[src/rtl/chrisruk_matrix_pkg.sv]
// Shared constants, state encoding and the frame-word lookup for the
// 8x8 APA102 running-dot driver.
package chrisruk_matrix_pkg;

   localparam int WORD_BITS = 32;

   localparam logic [WORD_BITS-1:0] START_WORD = 32'h0000_0000;
   localparam logic [WORD_BITS-1:0] END_WORD   = 32'hFFFF_FFFF;
   localparam logic [WORD_BITS-1:0] LED_ON     = 32'hE100_00FF;  // brightness 1, red FF
   localparam logic [WORD_BITS-1:0] LED_OFF    = 32'hE000_0000;

   typedef enum logic {
      WAIT = 1'b0,
      SEND = 1'b1
   } state_e;

   // Word idx of a frame: 0 is the start frame, 1..num_leds are LEDs
   // (LED index idx-1), anything beyond is the end frame.
   function automatic logic [WORD_BITS-1:0] frame_word(input logic [6:0] idx,
                                                       input logic [5:0] pos,
                                                       input int         num_leds);
      if (idx == 7'd0)
         return START_WORD;
      else if (int'(idx) > num_leds)
         return END_WORD;
      else if ((idx - 7'd1) == {1'b0, pos})
         return LED_ON;
      else
         return LED_OFF;
   endfunction

endpackage

[src/rtl/chrisruk_matrix_if.sv]
// Word handshake between the frame sequencer and the serializer.
// valid/ready: a word transfers on a rising clk edge where load and ready
// are both high; word must be stable whenever load is high, and load may
// be dropped only after the transfer.
interface chrisruk_matrix_if;
   import chrisruk_matrix_pkg::*;

   logic [WORD_BITS-1:0] word;
   logic                 load;
   logic                 ready;

   modport master (output word, output load, input  ready);
   modport slave  (input  word, input  load, output ready);

endinterface

[src/rtl/chrisruk_matrix_apa102_serializer.sv]
// Shifts 32-bit words out MSB first as APA102 clock/data, two clk cycles
// per bit (clock low with data, then clock high with data held). Ready is
// raised during the last high phase so back-to-back words leave no gap.
module chrisruk_matrix_apa102_serializer
   import chrisruk_matrix_pkg::*;
(
   input  logic                 clk_i,
   input  logic                 rst_i,
   chrisruk_matrix_if.slave     ser_s,
   output logic                 clock_1_o,
   output logic                 strip_1_o
);

   logic                 busy_q,  busy_d;
   logic [4:0]           bit_q,   bit_d;
   logic [WORD_BITS-1:0] sh_q,    sh_d;
   logic                 clk1_q,  clk1_d;
   logic                 dat_q,   dat_d;
   logic                 last_h;

   assign last_h      = busy_q & clk1_q & (bit_q == 5'(WORD_BITS - 1));
   assign ser_s.ready = ~busy_q | last_h;
   assign clock_1_o   = clk1_q;
   assign strip_1_o   = dat_q;

   // Next-state: load a new word, finish the current one, or advance a phase.
   always_comb begin
      busy_d = busy_q;
      bit_d  = bit_q;
      sh_d   = sh_q;
      clk1_d = clk1_q;
      dat_d  = dat_q;
      if (ser_s.load && ser_s.ready) begin
         busy_d = 1'b1;
         bit_d  = '0;
         dat_d  = ser_s.word[WORD_BITS-1];
         sh_d   = {ser_s.word[WORD_BITS-2:0], 1'b0};
         clk1_d = 1'b0;
      end else if (last_h) begin
         busy_d = 1'b0;
         bit_d  = '0;
         clk1_d = 1'b0;
         dat_d  = 1'b0;
      end else if (busy_q) begin
         if (!clk1_q) begin
            clk1_d = 1'b1;
         end else begin
            clk1_d = 1'b0;
            dat_d  = sh_q[WORD_BITS-1];
            sh_d   = {sh_q[WORD_BITS-2:0], 1'b0};
            bit_d  = bit_q + 5'd1;
         end
      end
   end

   // Serializer registers; reset drops both LED lines immediately.
   always_ff @(posedge clk_i or posedge rst_i) begin
      if (rst_i) begin
         busy_q <= 1'b0;
         bit_q  <= '0;
         sh_q   <= '0;
         clk1_q <= 1'b0;
         dat_q  <= 1'b0;
      end else begin
         busy_q <= busy_d;
         bit_q  <= bit_d;
         sh_q   <= sh_d;
         clk1_q <= clk1_d;
         dat_q  <= dat_d;
      end
   end

endmodule

[src/rtl/chrisruk_matrix.sv]
// Running-dot driver for an APA102 LED chain on a TinyTapeout-style tile.
// WAIT idles MAX_COUNT clocks; the last WAIT clock hands the start word to
// the serializer so the frame follows without a gap. SEND feeds the LED and
// end words, then returns to WAIT and advances the lit position.
module chrisruk_matrix
   import chrisruk_matrix_pkg::*;
#(
   parameter int MAX_COUNT = 10_000_000,
   parameter int NUM_LEDS  = 64
) (
   input  logic [7:0] io_in,
   output logic [7:0] io_out
);

   localparam int          CNT_W     = (MAX_COUNT > 1) ? $clog2(MAX_COUNT) : 1;
   localparam logic [6:0]  LAST_WORD = 7'(NUM_LEDS + 1);

   logic clk;
   logic rst;
   logic unused_io;

   assign clk       = io_in[0];
   assign rst       = io_in[1];
   assign unused_io = &{1'b0, io_in[7:2]};

   state_e             state_q,    state_d;
   logic [CNT_W-1:0]   wait_cnt_q, wait_cnt_d;
   logic [6:0]         word_q,     word_d;
   logic [5:0]         pos_q,      pos_d;
   logic               clock_1;
   logic               strip_1;

   chrisruk_matrix_if ser_bus ();

   chrisruk_matrix_apa102_serializer u_ser (
      .clk_i     (clk),
      .rst_i     (rst),
      .ser_s     (ser_bus.slave),
      .clock_1_o (clock_1),
      .strip_1_o (strip_1)
   );

   assign io_out = {6'b000000, strip_1, clock_1};

   // Sequencer next-state: idle counter, word index and lit position.
   always_comb begin
      state_d      = state_q;
      wait_cnt_d   = wait_cnt_q;
      word_d       = word_q;
      pos_d        = pos_q;
      ser_bus.load = 1'b0;
      ser_bus.word = START_WORD;
      case (state_q)
         WAIT: begin
            if (wait_cnt_q == CNT_W'(MAX_COUNT - 1)) begin
               wait_cnt_d   = '0;
               ser_bus.load = 1'b1;
               ser_bus.word = START_WORD;
               if (ser_bus.ready) begin
                  word_d  = 7'd1;
                  state_d = SEND;
               end
            end else begin
               wait_cnt_d = wait_cnt_q + CNT_W'(1);
            end
         end
         SEND: begin
            if (word_q <= LAST_WORD) begin
               ser_bus.load = 1'b1;
               ser_bus.word = frame_word(word_q, pos_q, NUM_LEDS);
               if (ser_bus.ready)
                  word_d = word_q + 7'd1;
            end else if (ser_bus.ready) begin
               // ready here means the final high phase of the end word
               state_d = WAIT;
               word_d  = '0;
               pos_d   = (pos_q == 6'(NUM_LEDS - 1)) ? 6'd0 : pos_q + 6'd1;
            end
         end
         default: state_d = WAIT;
      endcase
   end

   // Sequencer registers.
   always_ff @(posedge clk or posedge rst) begin
      if (rst) begin
         state_q    <= WAIT;
         wait_cnt_q <= '0;
         word_q     <= '0;
         pos_q      <= '0;
      end else begin
         state_q    <= state_d;
         wait_cnt_q <= wait_cnt_d;
         word_q     <= word_d;
         pos_q      <= pos_d;
      end
   end

endmodule

[config.mk]
export PLATFORM = sky130hd
export DESIGN_NAME = chrisruk_matrix
export DESIGN_NICKNAME = d
export VERILOG_FILES = /design/src/rtl/chrisruk_matrix_pkg.sv /design/src/rtl/chrisruk_matrix_if.sv /design/src/rtl/chrisruk_matrix_apa102_serializer.sv /design/src/rtl/chrisruk_matrix.sv
export SDC_FILE = /design/constraint.sdc
export NUM_CORES = 1
export LEC_CHECK = 0
export BUFFER_PORTS_ARGS = -buffer_cell sky130_fd_sc_hd__buf_2
export CORE_MARGIN = 3
export CORE_UTILIZATION = 61
export CTS_CLUSTER_DIAMETER = 80
export DETAILED_ROUTE_END_ITERATION = 7
export GPL_TIMING_DRIVEN = 1
export PLACE_DENSITY = 0.79
export SETUP_SLACK_MARGIN = 0.15
export SLEW_MARGIN = 20
export SYNTH_ARGS = -nofsm -noshare
export SYNTH_HDL_FRONTEND = slang
export SYNTH_SLANG_ARGS = --single-unit
[constraint.sdc]
create_clock -name io_in -period 2.7 [get_ports io_in]
set_input_delay 0.405 -clock io_in [delete_from_list [all_inputs] [get_ports io_in]]
set_output_delay 0.405 -clock io_in [all_outputs]
set_load 0.02 [all_outputs]
==> out/metrics.cfg <==
[status]
status = complete, no violations

[sta]
max_freq_mhz = 410.0
period_share_pct = 90.33
hold_slack_ns = 0.4867
tns_ns = 0
finClkSkew_ns = 0.01514
post-route-min-period_ns = 2.439
hold_viol = 0
rsz0062_at_grt = true
drv_slew = 0
setup_viol = 0

[grt]
gr-total-overflow = 0
grt.total_usage_pct = 32.27
grt_max_degree = 52
grt_pass1_vias = 4136
antenna_found_initial = 0
grt_pass1_wl_um = 17910

[clock_tree]
cts_setup_buffers = 0
cts_tree = yes
path_clk_slew_ns = 0.08
cts_hold_buffers = 0
clock_latency_ns = 0.37

[placement]
io_buffers = 2
place_congestion = 0.8809
place_hpwl_um = 4928
place_area_um2 = 4025

[floorplanning]
io_pins = 16
coreArea_um2 = 6131
row_count = 28
start_util_pct = 64.84
die-area_um2 = 7521
die_h_um = 86.73
die_x_um = 86.73

[logic_synthesis]
ys_ff_latch = 77
synth_cell_types = 55
synthArstFlopShare_pct = 100.0
synth-main-ff-cell = dfrtp_1
avgSynthCellArea_um2 = 9.533
syn-cell-area_um2 = 3975
ys_warn_count = 0
yosysSeqAreaShare_pct = 48.47
synth_edf_count = 0
syn-instance-count = 417

[worst_setup_path]
worst_path_largest_cell_delay_ns = 0.38
cp_max_fo = 6
cpMaxStageDelayCell = dfrtp_1
path_class = flop to flop
worst_ep_required_time_ns = 2.95
cpMostUsedCell = nand2_1
cp-start-kind = flop
path_cells = ha_1 > and3_1 > ha_1 > nand2_1 > nand2_1 > buf_4 > nand2_1 > nor2_1 > mux2_2
cp_data_arrival_time_ns = 2.69
cp-end-kind = flop

[routing]
drt-initial-drc-count = 350
wl_um = 10620
vias = 3656
firstDrtPassIters = 6
wl_per_cell_um = 18.01
ant_nets = 0
avgViaCountPerCell = 6.197
drc = 0

[pwr]
ir_drop_mv = 1.317
cellPowerDensity_nw_per_um2 = 912.9
p_leak_nw = 1.926

[cells_and_area]
layout.nets = 519
fin_area_um2 = 5094
drive_gt1_share_pct = 26.99
antenna_cells = 0
area_growth_pct = 28.14

[min_path]
hold_path.class = flop to flop

[run]
maxCapViolCount = 0

[metrics by stage]
stage | instances | util [%] | worst slack (ns) | total power, mW
after detailed placement | 482 | 65.65 | 0.1665 | 1.508
after global routing | 590 | 83.08 | 0.1121 | 4.955
final | 590 | 83.08 | 0.2612 | 4.650
after floorplan | 422 | - | 0.4821 | 1.515
after CTS | 590 | 82.84 | 0.2278 | 4.768
after global placement | 482 | 65.65 | 0.2715 | 1.508
[final cells by class]
type | instances | area [µm²]
Multi-Input combinational cell | 303 | 1866
Fill cell | 320 | 1037
Inverter | 11 | 41.29
Sequential cell | 77 | 1927
Clock inverter | 90 | 807.0
Timing Repair Buffer | 15 | 107.6
Tap cell | 75 | 93.84
Clock buffer | 19 | 251.5
[cell usage after synthesis, drive strengths merged, types with 2 or more instances]
| master | n | area, µm² |
|---|---|---|
| nor2 | 29 | 108.9 |
| nor2b | 2 | 12.51 |
| nor3 | 8 | 61.31 |
| mux2 | 3 | 33.78 |
| ha | 8 | 100.1 |
| a22o | 5 | 43.79 |
| o21a | 2 | 15.01 |
| inv | 12 | 45.04 |
| nand3b | 2 | 15.01 |
| and3 | 5 | 31.28 |
| nand2 | 63 | 236.5 |
| nand2b | 2 | 12.51 |
| o2bb2ai | 2 | 17.52 |
| or3 | 2 | 12.51 |
| mux2i | 3 | 30.03 |
| a41oi | 3 | 26.28 |
| or2 | 2 | 12.52 |
| a21o | 2 | 15.01 |
| nand4 | 16 | 106.4 |
| o31ai | 3 | 22.52 |
| buf | 19 | 132.6 |
| nor4 | 2 | 27.53 |
| nand3 | 14 | 70.07 |
| a31oi | 2 | 12.51 |
| xor2 | 12 | 105.1 |
| and2 | 4 | 25.02 |
| a21oi | 30 | 153.9 |
| clkbuf | 11 | 41.29 |
| dfrtp | 77 | 1927 |
| o21ai | 38 | 193.9 |
| xnor2 | 20 | 175.2 |
[flip-flops by register name, indices dropped and copies added (netlist names)]
signal and flops:
u_ser.sh_q 31, wait_cnt_q 24, word_q 7, pos_q 6
u_ser.bit_q 5, state_q 1, u_ser.busy_q 1, u_ser.clock_1_o 1
u_ser.strip_1_o 1
[path summary, 6_finish.rpt]
check,start,to,slack [ns],depth (start not counted)
worst max-delay path,u_ser.bit_q[0],pos_q[1],0.26,9
max in group asynchronous,io_in[1],u_ser.sh_q[2],1.43,3
worst max register to register,u_ser.bit_q[0],pos_q[1],0.26,9
worst min-delay path,u_ser.sh_q[20],u_ser.sh_q[20],0.49,2
min in group asynchronous,io_in[1],state_q,1.13,3
worst min register to register,u_ser.sh_q[20],u_ser.sh_q[20],0.49,2
[cells in the final DEF, fill, tap and decap left out, types with 2 or more instances in the layout]
master      instances
mux2_2              3
clkinv_2            3
a22o_1              5
nand3b_1            2
o21ai_1             4
nor3_1              5
mux2i_1             3
buf_4              13
xor2_1             12
and3_1              5
o21ai_0            33
o2bb2ai_1           2
inv_1              11
o31ai_1             3
a31oi_1             2
conb_1              6
xnor2_1            20
clkinvlp_4         78
a21oi_2             2
clkbuf_8           18
ha_1                8
a21o_1              2
or3_1               2
dfrtp_1            77
nor2_1             28
nand2b_1            2
buf_2               2
a21oi_1            28
o21a_1              2
and2_1              4
nand2_1            63
a41oi_1             3
nand3_1            14
nor2b_1             2
nand4_1            15
nor3_2              2
clkinv_16           4
[per-layer routing]
metal / global-route usage [%] / up-vias / share of wire, %
met5: 0 / - / 0
met4: 33.57 / 0 / 5.2
met3: 19.58 / 70 / 8.8
met2: 44.71 / 257 / 48
met1: 31.75 / 1715 / 38
li1: - / 1614 / -
[power breakdown]
part	internal (mW)	total (mW)	switching, mW
clock network	1.24	3.51	2.27
logic	0	0.00741	0.00741
registers	1.13	1.13	0
[critical path: cells and delay by family (launching register included)]
kind | cells | cell delay [ns]
fa+ha+maj | 2 | 0.45
simple gates | 5 | 0.93
mux | 1 | 0.38
buf+inv | 1 | 0.17
flops | 1 | 0.38
[repair_timing]
| item | in CTS | in global routing |
|---|---|---|
| hold endpoints to repair | 0 | 0 |
| gates resized for setup | 1 | 3 |
| gates cloned | 0 | 0 |
| endpoints found under the setup margin | 20 | 28 |
[cell families (layout without fill, tap and decap cells)]
kind of cell / Yosys count / in the layout / synth area share (%)
AOI/OAI and AO/OA: 95 / 95 / 14.76
xor gates and xnor gates: 32 / 32 / 7.051
adders and majority gates: 8 / 8 / 2.518
buffers and inverters: 42 / 135 / 5.508
DFF: 77 / 77 / 48.47
muxes: 6 / 6 / 1.605
other: 1 / 6 / 0.09434
and+or+nand+nor: 156 / 156 / 19.99
Power figures use the tool's default switching activity.
